==> src/rtl/mvau_inp_buf_ctrl.sv <==
// Input-buffer controller for the MVAU: writes each activation vector once while passing it through,
// then replays it NF-1 times. Optional stall counter enabled by defining MVAU_INP_CTRL_STALL_CNT_EN.
module mvau_inp_buf_ctrl #(
    parameter int MatrixW  = 20,
    parameter int SIMD     = 2,
    parameter int MatrixH  = 20,
    parameter int PE       = 2,
    parameter int BUF_ADDR = 4
) (
    input  logic                clk,
    input  logic                rst_n,
    input  logic                s_valid,
    output logic                s_ready,
    output logic                m_valid,
    input  logic                m_ready,
    output logic                buf_wr_en,
    output logic                buf_rd_en,
    output logic [BUF_ADDR-1:0] buf_addr,
    output logic                sf_last,
    output logic                nf_last
`ifdef MVAU_INP_CTRL_STALL_CNT_EN
    ,
    output logic [31:0]         stall_cnt
`endif
);

    localparam int SF   = MatrixW / SIMD;
    localparam int NF   = MatrixH / PE;
    localparam int SF_W = (SF > 1) ? $clog2(SF) : 1;
    localparam int NF_W = (NF > 1) ? $clog2(NF) : 1;
    localparam logic [SF_W-1:0] SF_MAX = SF_W'(SF - 1);
    localparam logic [NF_W-1:0] NF_MAX = NF_W'(NF - 1);

    if (MatrixW % SIMD != 0) begin : g_chk_simd
        $error("MatrixW must be a multiple of SIMD");
    end
    if (MatrixH % PE != 0) begin : g_chk_pe
        $error("MatrixH must be a multiple of PE");
    end
    if (BUF_ADDR < SF_W) begin : g_chk_addr
        $error("BUF_ADDR too narrow to address SF words");
    end

    typedef enum logic [1:0] {
        IDLE  = 2'd0,
        FILL  = 2'd1,
        REUSE = 2'd2
    } state_t;

    state_t          state;
    logic [SF_W-1:0] sf_cnt;
    logic [NF_W-1:0] nf_cnt;
    logic            mv;
    logic            xfer;

    // Outputs are combinational so a stored word reaches compute in the same cycle it is addressed.
    always_comb begin
        s_ready   = 1'b0;
        mv        = 1'b0;
        buf_wr_en = 1'b0;
        buf_rd_en = 1'b0;
        buf_addr  = '0;
        xfer      = 1'b0;
        case (state)
            FILL: begin
                s_ready   = m_ready;
                mv        = s_valid;
                buf_wr_en = s_valid & m_ready;
                buf_addr  = BUF_ADDR'(sf_cnt);
                xfer      = s_valid & m_ready;
            end
            REUSE: begin
                mv        = 1'b1;
                buf_rd_en = 1'b1;
                buf_addr  = BUF_ADDR'(sf_cnt);
                xfer      = m_ready;
            end
            default: ;
        endcase
        m_valid = mv;
        sf_last = mv & (sf_cnt == SF_MAX);
        nf_last = mv & (nf_cnt == NF_MAX);
    end

    always_ff @(posedge clk or negedge rst_n) begin
        if (!rst_n) begin
            state  <= IDLE;
            sf_cnt <= '0;
            nf_cnt <= '0;
        end else begin
            case (state)
                IDLE: state <= FILL;
                FILL: begin
                    if (xfer) begin
                        if (sf_cnt == SF_MAX) begin
                            sf_cnt <= '0;
                            if (NF == 1) begin
                                nf_cnt <= '0;
                            end else begin
                                nf_cnt <= NF_W'(1);
                                state  <= REUSE;
                            end
                        end else begin
                            sf_cnt <= sf_cnt + SF_W'(1);
                        end
                    end
                end
                REUSE: begin
                    if (xfer) begin
                        if (sf_cnt == SF_MAX) begin
                            sf_cnt <= '0;
                            if (nf_cnt == NF_MAX) begin
                                nf_cnt <= '0;
                                state  <= FILL;
                            end else begin
                                nf_cnt <= nf_cnt + NF_W'(1);
                            end
                        end else begin
                            sf_cnt <= sf_cnt + SF_W'(1);
                        end
                    end
                end
                default: state <= IDLE;
            endcase
        end
    end

`ifdef MVAU_INP_CTRL_STALL_CNT_EN
    // Saturating count of cycles where compute back-pressures a presented word.
    always_ff @(posedge clk or negedge rst_n) begin
        if (!rst_n) begin
            stall_cnt <= '0;
        end else if (mv && !m_ready && (stall_cnt != 32'hFFFF_FFFF)) begin
            stall_cnt <= stall_cnt + 32'd1;
        end
    end
`endif

endmodule

==> config.mk <==
export PLATFORM = sky130hd
export DESIGN_NAME = mvau_inp_buf_ctrl
export DESIGN_NICKNAME = d
export VERILOG_FILES = /design/src/rtl/mvau_inp_buf_ctrl.sv
export SDC_FILE = /design/constraint.sdc
export NUM_CORES = 1
export LEC_CHECK = 0
export BUFFER_PORTS_ARGS = -buffer_cell sky130_fd_sc_hd__clkbuf_2
export CORE_UTILIZATION = 50
export DETAILED_ROUTE_END_ITERATION = 8
export PLACE_DENSITY = 0.74
export SLEW_MARGIN = 5
export SYNTH_ARGS = -nofsm -noshare
export SYNTH_HDL_FRONTEND = slang
export SYNTH_SLANG_ARGS = --single-unit
==> constraint.sdc <==
create_clock -name clk -period 3.4 [get_ports clk]
set_input_delay 0.68 -clock clk [delete_from_list [all_inputs] [get_ports clk]]
set_output_delay 0.68 -clock clk [all_outputs]
set_load 0.02 [all_outputs]
Word-level counts from Yosys, hierarchy flattened:

Cells that the tools add are included.

* logic and storage cells: 42
* bits of input ports: 4
* bits in registers: 10

* mux-type cells: 19
* reductions and logical operators: 6
* bitwise gates (word level): 3
* add/sub/neg operators: 2
* equal/unequal tests: 9

Operators by type and width (count)
* $mux 4: 7
* $mux 2: 5
* $ne 2x2->1 const B: 5
* $reduce_and 5->1: 2
* $add 4x1->4 const B: 2
* $eq 4x4->1 const B: 2
* $pmux 4 s2: 1
* $pmux 2 s3: 1
* $pmux 1 s2: 2
* $and 1x1->1: 3
* $mux 1: 3
* $eq 2x1->1 const B: 1
* $eq 2x2->1 const B: 1
* $logic_not 2->1: 1
* $reduce_and 2->1: 1
* $reduce_bool 2->1: 1
* $reduce_or 2->1: 1

Depth between registers and ports, before layout:

Gate-level depths: netlist (run 1).

* depth after elaboration: 5
* depth in mapped cells: 6
* mapped depth without buffers: 6

Least setup slack after synthesis (run 1):

OpenSTA, ideal clock, no wires.

* path type: reg-to-output
* start point: register state[0]
* end point: output port sf_last
* setup slack: 1.014 ns
* data required time: 2.720 ns
* stages on the path, launching flop included: 6
* data arrival time: 1.706 ns
* path through: dfrtp_1 -> inv_1 -> ha_1 -> a21oi_2 -> nor2b_1 -> and3_1

* cells in the longest elaborated chain, start to end: 3

RTL lines
* start: declaration: line 50 `state_t state;`
* start signal: assignment: line 87 `state <= IDLE;`
* start signal: assignment: line 92 `IDLE: state <= FILL;`
* start signal: assignment: line 101 `state <= REUSE;`
* $eq 2x2->1 / $eq 2x1->1 (equally long branches): line 64 `case (state)`
* $pmux 1 s2 (*): line 64
* net m_valid: line 14 `output logic m_valid,`
* $and 1x1->1 (*): line 81 `sf_last = mv & (sf_cnt == SF_MAX);`
* end: declaration: line 19 `output logic sf_last,`

Mark *: on every way through the listed nets, which the timed path passes. The rest lies on a longest branch.

Final worst setup path (run 1):

* start point: register state[1]
* end point: output port sf_last

* cells in the longest elaborated chain, start to end: 3

RTL lines (line)
* $eq 2x2->1 / $eq 2x1->1 (equally long branches): 64
* $pmux 1 s2 (*): 64
* $and 1x1->1 (*): 81

Mark *: on every way between the ends. The rest lies on a longest branch, timed or not.

==> flow_metrics.tcl, run 1 <==
set metrics [dict create \
    crit_path_end_kind "output port" \
    grt_pass1_vias 465 \
    period_share 0.733 \
    synth.net_count 77 \
    die_w_um 38.9 \
    ant_nets 0 \
    numCtsBuffers 3 \
    crit_type "reg -> out" \
    rsz0062_at_grt "no" \
    fill_cells 99 \
    cts_sinks 10 \
    dieArea_mm2 0.00151 \
    maxCapViolCount 0 \
    gp_congestion 0.770 \
    post_cts_resized 0 \
    cts_root_buffer "clkbuf_4" \
    final_core_util 0.673 \
    min_path_type "in -> async" \
    top_layer_used "met4" \
    hpwl_um 945 \
    synth_area_per_cell_um2 10.3 \
    io-pin-count 14 \
    post-cts-setup-buffers 0 \
    ys.flop_type "dfrtp_1" \
    clk_latency_ns 0.27 \
    netlist_area_um2 679 \
    clk_path_buf_depth 2 \
    yosysSeqAreaShare 0.368 \
    wl_met2_um 552 \
    leakagePower_nw 0.396 \
    worstPathRequired_ns 2.72 \
    first_iter_violations 2 \
    cts_max_level 1 \
    clk_pin_slew_ns 0.08 \
    ys_ff_latch 10 \
    gr-usage-all-layers 0.196 \
    synth_commonest_cells "dfrtp_1, ha_1, and2_1, nor2_1, nor2b_1" \
    synth_top_area_frac 0.368 \
    clock-skew-final_ns 0.00333 \
    synth.most_common_cell "dfrtp_1" \
    hold_buffers 0 \
    status "complete, no violations" \
    fmax_mhz 401 \
    synth_area_leaders "dfrtp_1, ha_1, and2_1, nor2b_1, mux2_2" \
    worst_slew_pin_slew_ns 0.345 \
    cpPeakStageDelay_ns 0.42 \
    vias 526 \
    drcViolationCount 0 \
    slew_violations 0 \
    core-area_mm2 0.00119 \
    crit_fanout 6 \
    drt-wirelength-per-cell_um 13.1 \
    start_kind "flop" \
    placed_cells 93 \
    slew-limit-headroom 0.770 \
    syn_to_final_growth_pct 17.5 \
    period_minus_slack_ns 2.49 \
    synthArstFlopShare 1.00 \
    cts_tree "built" \
    synth-edff-count 0 \
    die_h_um 38.9 \
    met1Wirelength_um 657 \
    final_layout_size_suffix_gt1_frac 0.301 \
    ff_latch_area_um2 250 \
    grt.overflow.total 0 \
    setup_viol 0 \
    crit_chain "inv_1 -> ha_1 -> a21oi_2 -> nor2b_1 -> and3_1 -> clkbuf_2" \
    totalWireLength_um 1270 \
    yosys_warnings 0 \
    tns_ns 0 \
    antenna_found_initial 0 \
    diodes 0 \
    synth_cells 66 \
    wl_met3_um 43 \
    port_buffers 13 \
    slowest_stage "dfrtp_1" \
    power_density_mw_per_mm2 918 \
    grt_pass1_wl_um 1950 \
    grt_max_degree 11 \
    yosysTopAreaCell "dfrtp_1" \
    final_cells 97 \
    start_util 0.573 \
    synth.lib_cells_used.distinct 26 \
    via_per_inst 5.42 \
    hold_viol_final 0 \
    std_cell_rows 12 \
    peakVddDrop_mv 0.587 \
    multi_input_comb_area_um2 418 \
    cp.arrival_ns 1.81 \
    drt-pass1-iter-count 4 \
    nets 95 \
]
[layout make-up]
cell class | instances | share of cell area
inverter | 3 | 0.0141
sequential | 10 | 0.313
tap | 14 | 0.0219
multi-input combinational | 53 | 0.524
clock buffer | 4 | 0.0455
timing repair buffer | 13 | 0.0815
[metal layers]
metal	vias up	GRT usage
li1	262	-
met3	2	0.0520
met5	-	0
met2	14	0.271
met4	0	0.0776
met1	248	0.285
[metrics by stage]
stage / setup WS [ns] / power [mW] / cell area [um^2] / hold WS, ns
final: 0.907 / 0.733 / 798 / 0.268
after global routing: 0.816 / 0.781 / 798 / 0.282
after CTS: 0.903 / 0.736 / 798 / 0.279
after detailed placement: 1.18 / 0.625 / 762 / 0.519
after global placement: 1.23 / 0.613 / 762 / 0.512
after floorplan: 1.01 / 0.517 / 679 / 0.384
[final timing paths]
| check | slack [ns] | to | from | cells past startpoint |
|---|---|---|---|---|
| setup / recovery | 0.91 | sf_last | state[1] | 6 |
| hold / removal | 0.27 | sf_cnt[3] | rst_n | 1 |
| setup reg to reg | 1.40 | state[1] | state[1] | 6 |
| hold reg to reg | 0.54 | sf_cnt[0] | sf_cnt[0] | 1 |
| max in group asynchronous | 2.92 | sf_cnt[0] | rst_n | 1 |
| min in group clk | 0.54 | sf_cnt[0] | sf_cnt[0] | 1 |
[cell families after synthesis]
family	after synthesis	synth area share
buffers and inverters	3	0.0166
xor gates and xnor gates	2	0.0258
DFF	10	0.368
muxes	4	0.0700
AOI/OAI and AO/OA	10	0.105
and+or+nand+nor	30	0.285
adders and majority gates	7	0.129
[cells in the final DEF, fill, tap and decap left out, drive strengths merged]
| cell type | instances |
|---|---|
| nand2b | 1 |
| mux2 | 3 |
| xnor2 | 2 |
| o21ai | 3 |
| o31ai | 1 |
| clkbuf | 17 |
| a31oi | 1 |
| and3 | 3 |
| dfrtp | 10 |
| nor3b | 3 |
| o21bai | 1 |
| nor4b | 1 |
| ha | 7 |
| a21oi | 2 |
| nand3 | 1 |
| nor2 | 5 |
| and2b | 1 |
| and2 | 5 |
| nor2b | 5 |
| nand3b | 1 |
| nand2 | 4 |
| inv | 3 |
| mux2i | 1 |
| a22o | 2 |
[registers in the layout (all words and copies together), names as in the netlist]
name    count
nf_cnt      4
state       2
sf_cnt      4
[power breakdown]
part           leakage [nW]  internal [mW]  switching [mW]
registers             0.124          0.159          0.0539
logic                 0.250          0.177           0.232
clock network        0.0210         0.0650          0.0462
total                 0.396          0.400           0.332
[worst max-delay path, delay by kind of cell (launching register included)]
family,cells,cell delay [ns]
fa+ha+maj,1,0.23
compound gates,1,0.33
simple gates,2,0.30
buf+inv,2,0.25
flops,1,0.42
Power figures use the tool's default switching activity.
==> run 2: changes to the inputs <==
- CORE_UTILIZATION: 50 -> 46
- PLACE_DENSITY: 0.74 -> 0.72
- clock period: 3.4 -> 2 ns (I/O delays scaled with it)
==> run 2 against run 1 <==
Wire length grew 9.3%. Non-clock buffer count increased by 7. First-iteration DRC count grew to 6.5 times the previous value. Clock skew hardly changed. Highest routed layer unchanged.
==> flow_metrics.tcl, run 2 (synthesized netlist as in run 1, its figures left out) <==
set metrics [dict create \
    cts_max_level 1 \
    cts_sinks 10 \
    crit_chain "buf_4 -> ha_4 -> a21oi_4 -> nor2b_4 -> and3_4 -> buf_6" \
    cpPeakStageDelay_ns 0.41 \
    io-pin-count 14 \
    period_share 0.969 \
    clock-skew-final_ns 0.00372 \
    ant_nets 0 \
    hold_viol_final 0 \
    dieArea_mm2 0.00163 \
    place_area_um2 773 \
    core-area_mm2 0.00133 \
    final_layout_size_suffix_gt1_frac 0.422 \
    port_buffers 13 \
    hpwl_um 985 \
    crit_buf_inv 2 \
    fmax_mhz 516 \
    antenna_found_initial 0 \
    syn_to_final_growth_pct 33.9 \
    diodes 0 \
    period_minus_slack_ns 1.94 \
    first_iter_violations 13 \
    via_per_inst 5.33 \
    grt.overflow.total 0 \
    drt-wirelength-per-cell_um 13.2 \
    fill_cells 102 \
    tns_ns 0 \
    clk_latency_ns 0.27 \
    vias 560 \
    gp_congestion 0.773 \
    top_regs "nf_cnt: 4 flops, sf_cnt: 4 flops, state: 2 flops" \
    min_path_type "in -> reg" \
    die_w_um 40.4 \
    drcViolationCount 0 \
    crit_path_end_kind "output port" \
    slowest_stage "dfrtp_2" \
    drt-pass1-iter-count 4 \
    clk_pin_slew_ns 0.07 \
    cp.arrival_ns 1.54 \
    crit_fanout 4 \
    std_cell_rows 13 \
    mostFrequentLayoutCells "clkbuf_2, dfrtp_1, buf_4" \
    peakVddDrop_mv 1.22 \
    totalWireLength_um 1390 \
    ff_latch_area_um2 251 \
    final_area_um2 910 \
    numCtsBuffers 3 \
    slew_violations 0 \
    layout_commonest_cell "clkbuf_2" \
    worst_slew_pin_slew_ns 0.302 \
    setup_viol 0 \
    grt_pass1_vias 461 \
    grt_max_degree 11 \
    maxCapViolCount 0 \
    slew-limit-headroom 0.799 \
    nets 102 \
    clk_path_buf_depth 2 \
    grt_pass1_wl_um 1970 \
    cts_root_buffer "clkbuf_4" \
    start_util 0.509 \
    crit_type "reg -> out" \
    worstPathRequired_ns 1.60 \
    leakagePower_nw 0.433 \
    multi_input_comb_area_um2 465 \
    die_h_um 40.4 \
    status "complete, no violations" \
    power_density_mw_per_mm2 1600 \
    gr-usage-all-layers 0.191 \
    cpLargestDelayFamily "flip-flops" \
    start_kind "flop" \
    cts_tree "built" \
]
[run 2: changes by cell type in the layout (fill, tap and decap cells not counted), sizes merged]
| cell | before | now |
|---|---|---|
| buf | 0 | 7 |
| clkbuf | 17 | 16 |
| dlygate4sd3 | 0 | 1 |
[run 2: repair_timing]
| action | in CTS | in global routing |
|---|---|---|
| setup buffers | 2 | 3 |
| resized for setup | 7 | 5 |
| pin swaps | 1 | 1 |
| hold endpoints to repair | 10 | 0 |
| endpoints found under the setup margin | 1 | 1 |
| hold buffers | 1 | 0 |
[run 2: layout make-up]
type,instances,share of cell area
multi-input cells,53,0.512
flip-flops and latches,10,0.276
well taps,15,0.0206
clock buffers,4,0.0399
repair buffers,20,0.139
inverters,3,0.0124
[run 2: worst paths after layout]
path                       startpoint        end  slack (ns)  cells past startpoint
hold / removal                m_ready  sf_cnt[0]        0.42                      3
min in group asynchronous       rst_n  sf_cnt[2]        0.53                      2
max in group asynchronous       rst_n   state[0]        1.24                      2
setup reg to reg             state[1]   state[1]        0.20                      7
hold reg to reg             nf_cnt[3]  nf_cnt[3]        0.54                      1
setup / recovery             state[0]    sf_last        0.06                      6
[run 2: power breakdown]
group	internal [mW]	total [mW]	switching, mW
sequential	0.272	0.351	0.0791
clock	0.111	0.188	0.0772
combinational	0.441	0.914	0.474
total	0.823	1.45	0.630
[run 2: per-stage QoR]
stage | instances | hold WS [ns] | setup slack, ns | power, mW | util
after CTS | 102 | 0.417 | 0.0191 | 1.38 | 0.653
after global routing | 105 | 0.445 | -0.0108 | 1.55 | 0.682
after detailed placement | 95 | 0.284 | 0.0728 | 1.08 | 0.580
final | 105 | 0.419 | 0.0612 | 1.45 | 0.682
after floorplan | 66 | 0.104 | 0.0359 | 0.885 | -
after global placement | 95 | 0.284 | 0.122 | 1.06 | 0.580
[run 2: worst reg2reg max path, stage by stage, from the launching register on]
cell and delay [ns]:
dfrtp_1 0.38, inv_1 0.16, ha_4 0.19, a21oi_4 0.07, buf_4 0.15, nor3b_4 0.30
a21oi_2 0.13, mux2_4 0.31
[run 2: routing by layer]
metal / global-route usage / vias to the layer above / part of all wire / wire length [um]
li1: - / 275 / - / -
met1: 0.231 / 264 / 0.45 / 625
met2: 0.306 / 14 / 0.49 / 679
met3: 0.0500 / 7 / 0.037 / 51
met4: 0.100 / 0 / 0.021 / 29
met5: 0 / - / 0 / 0
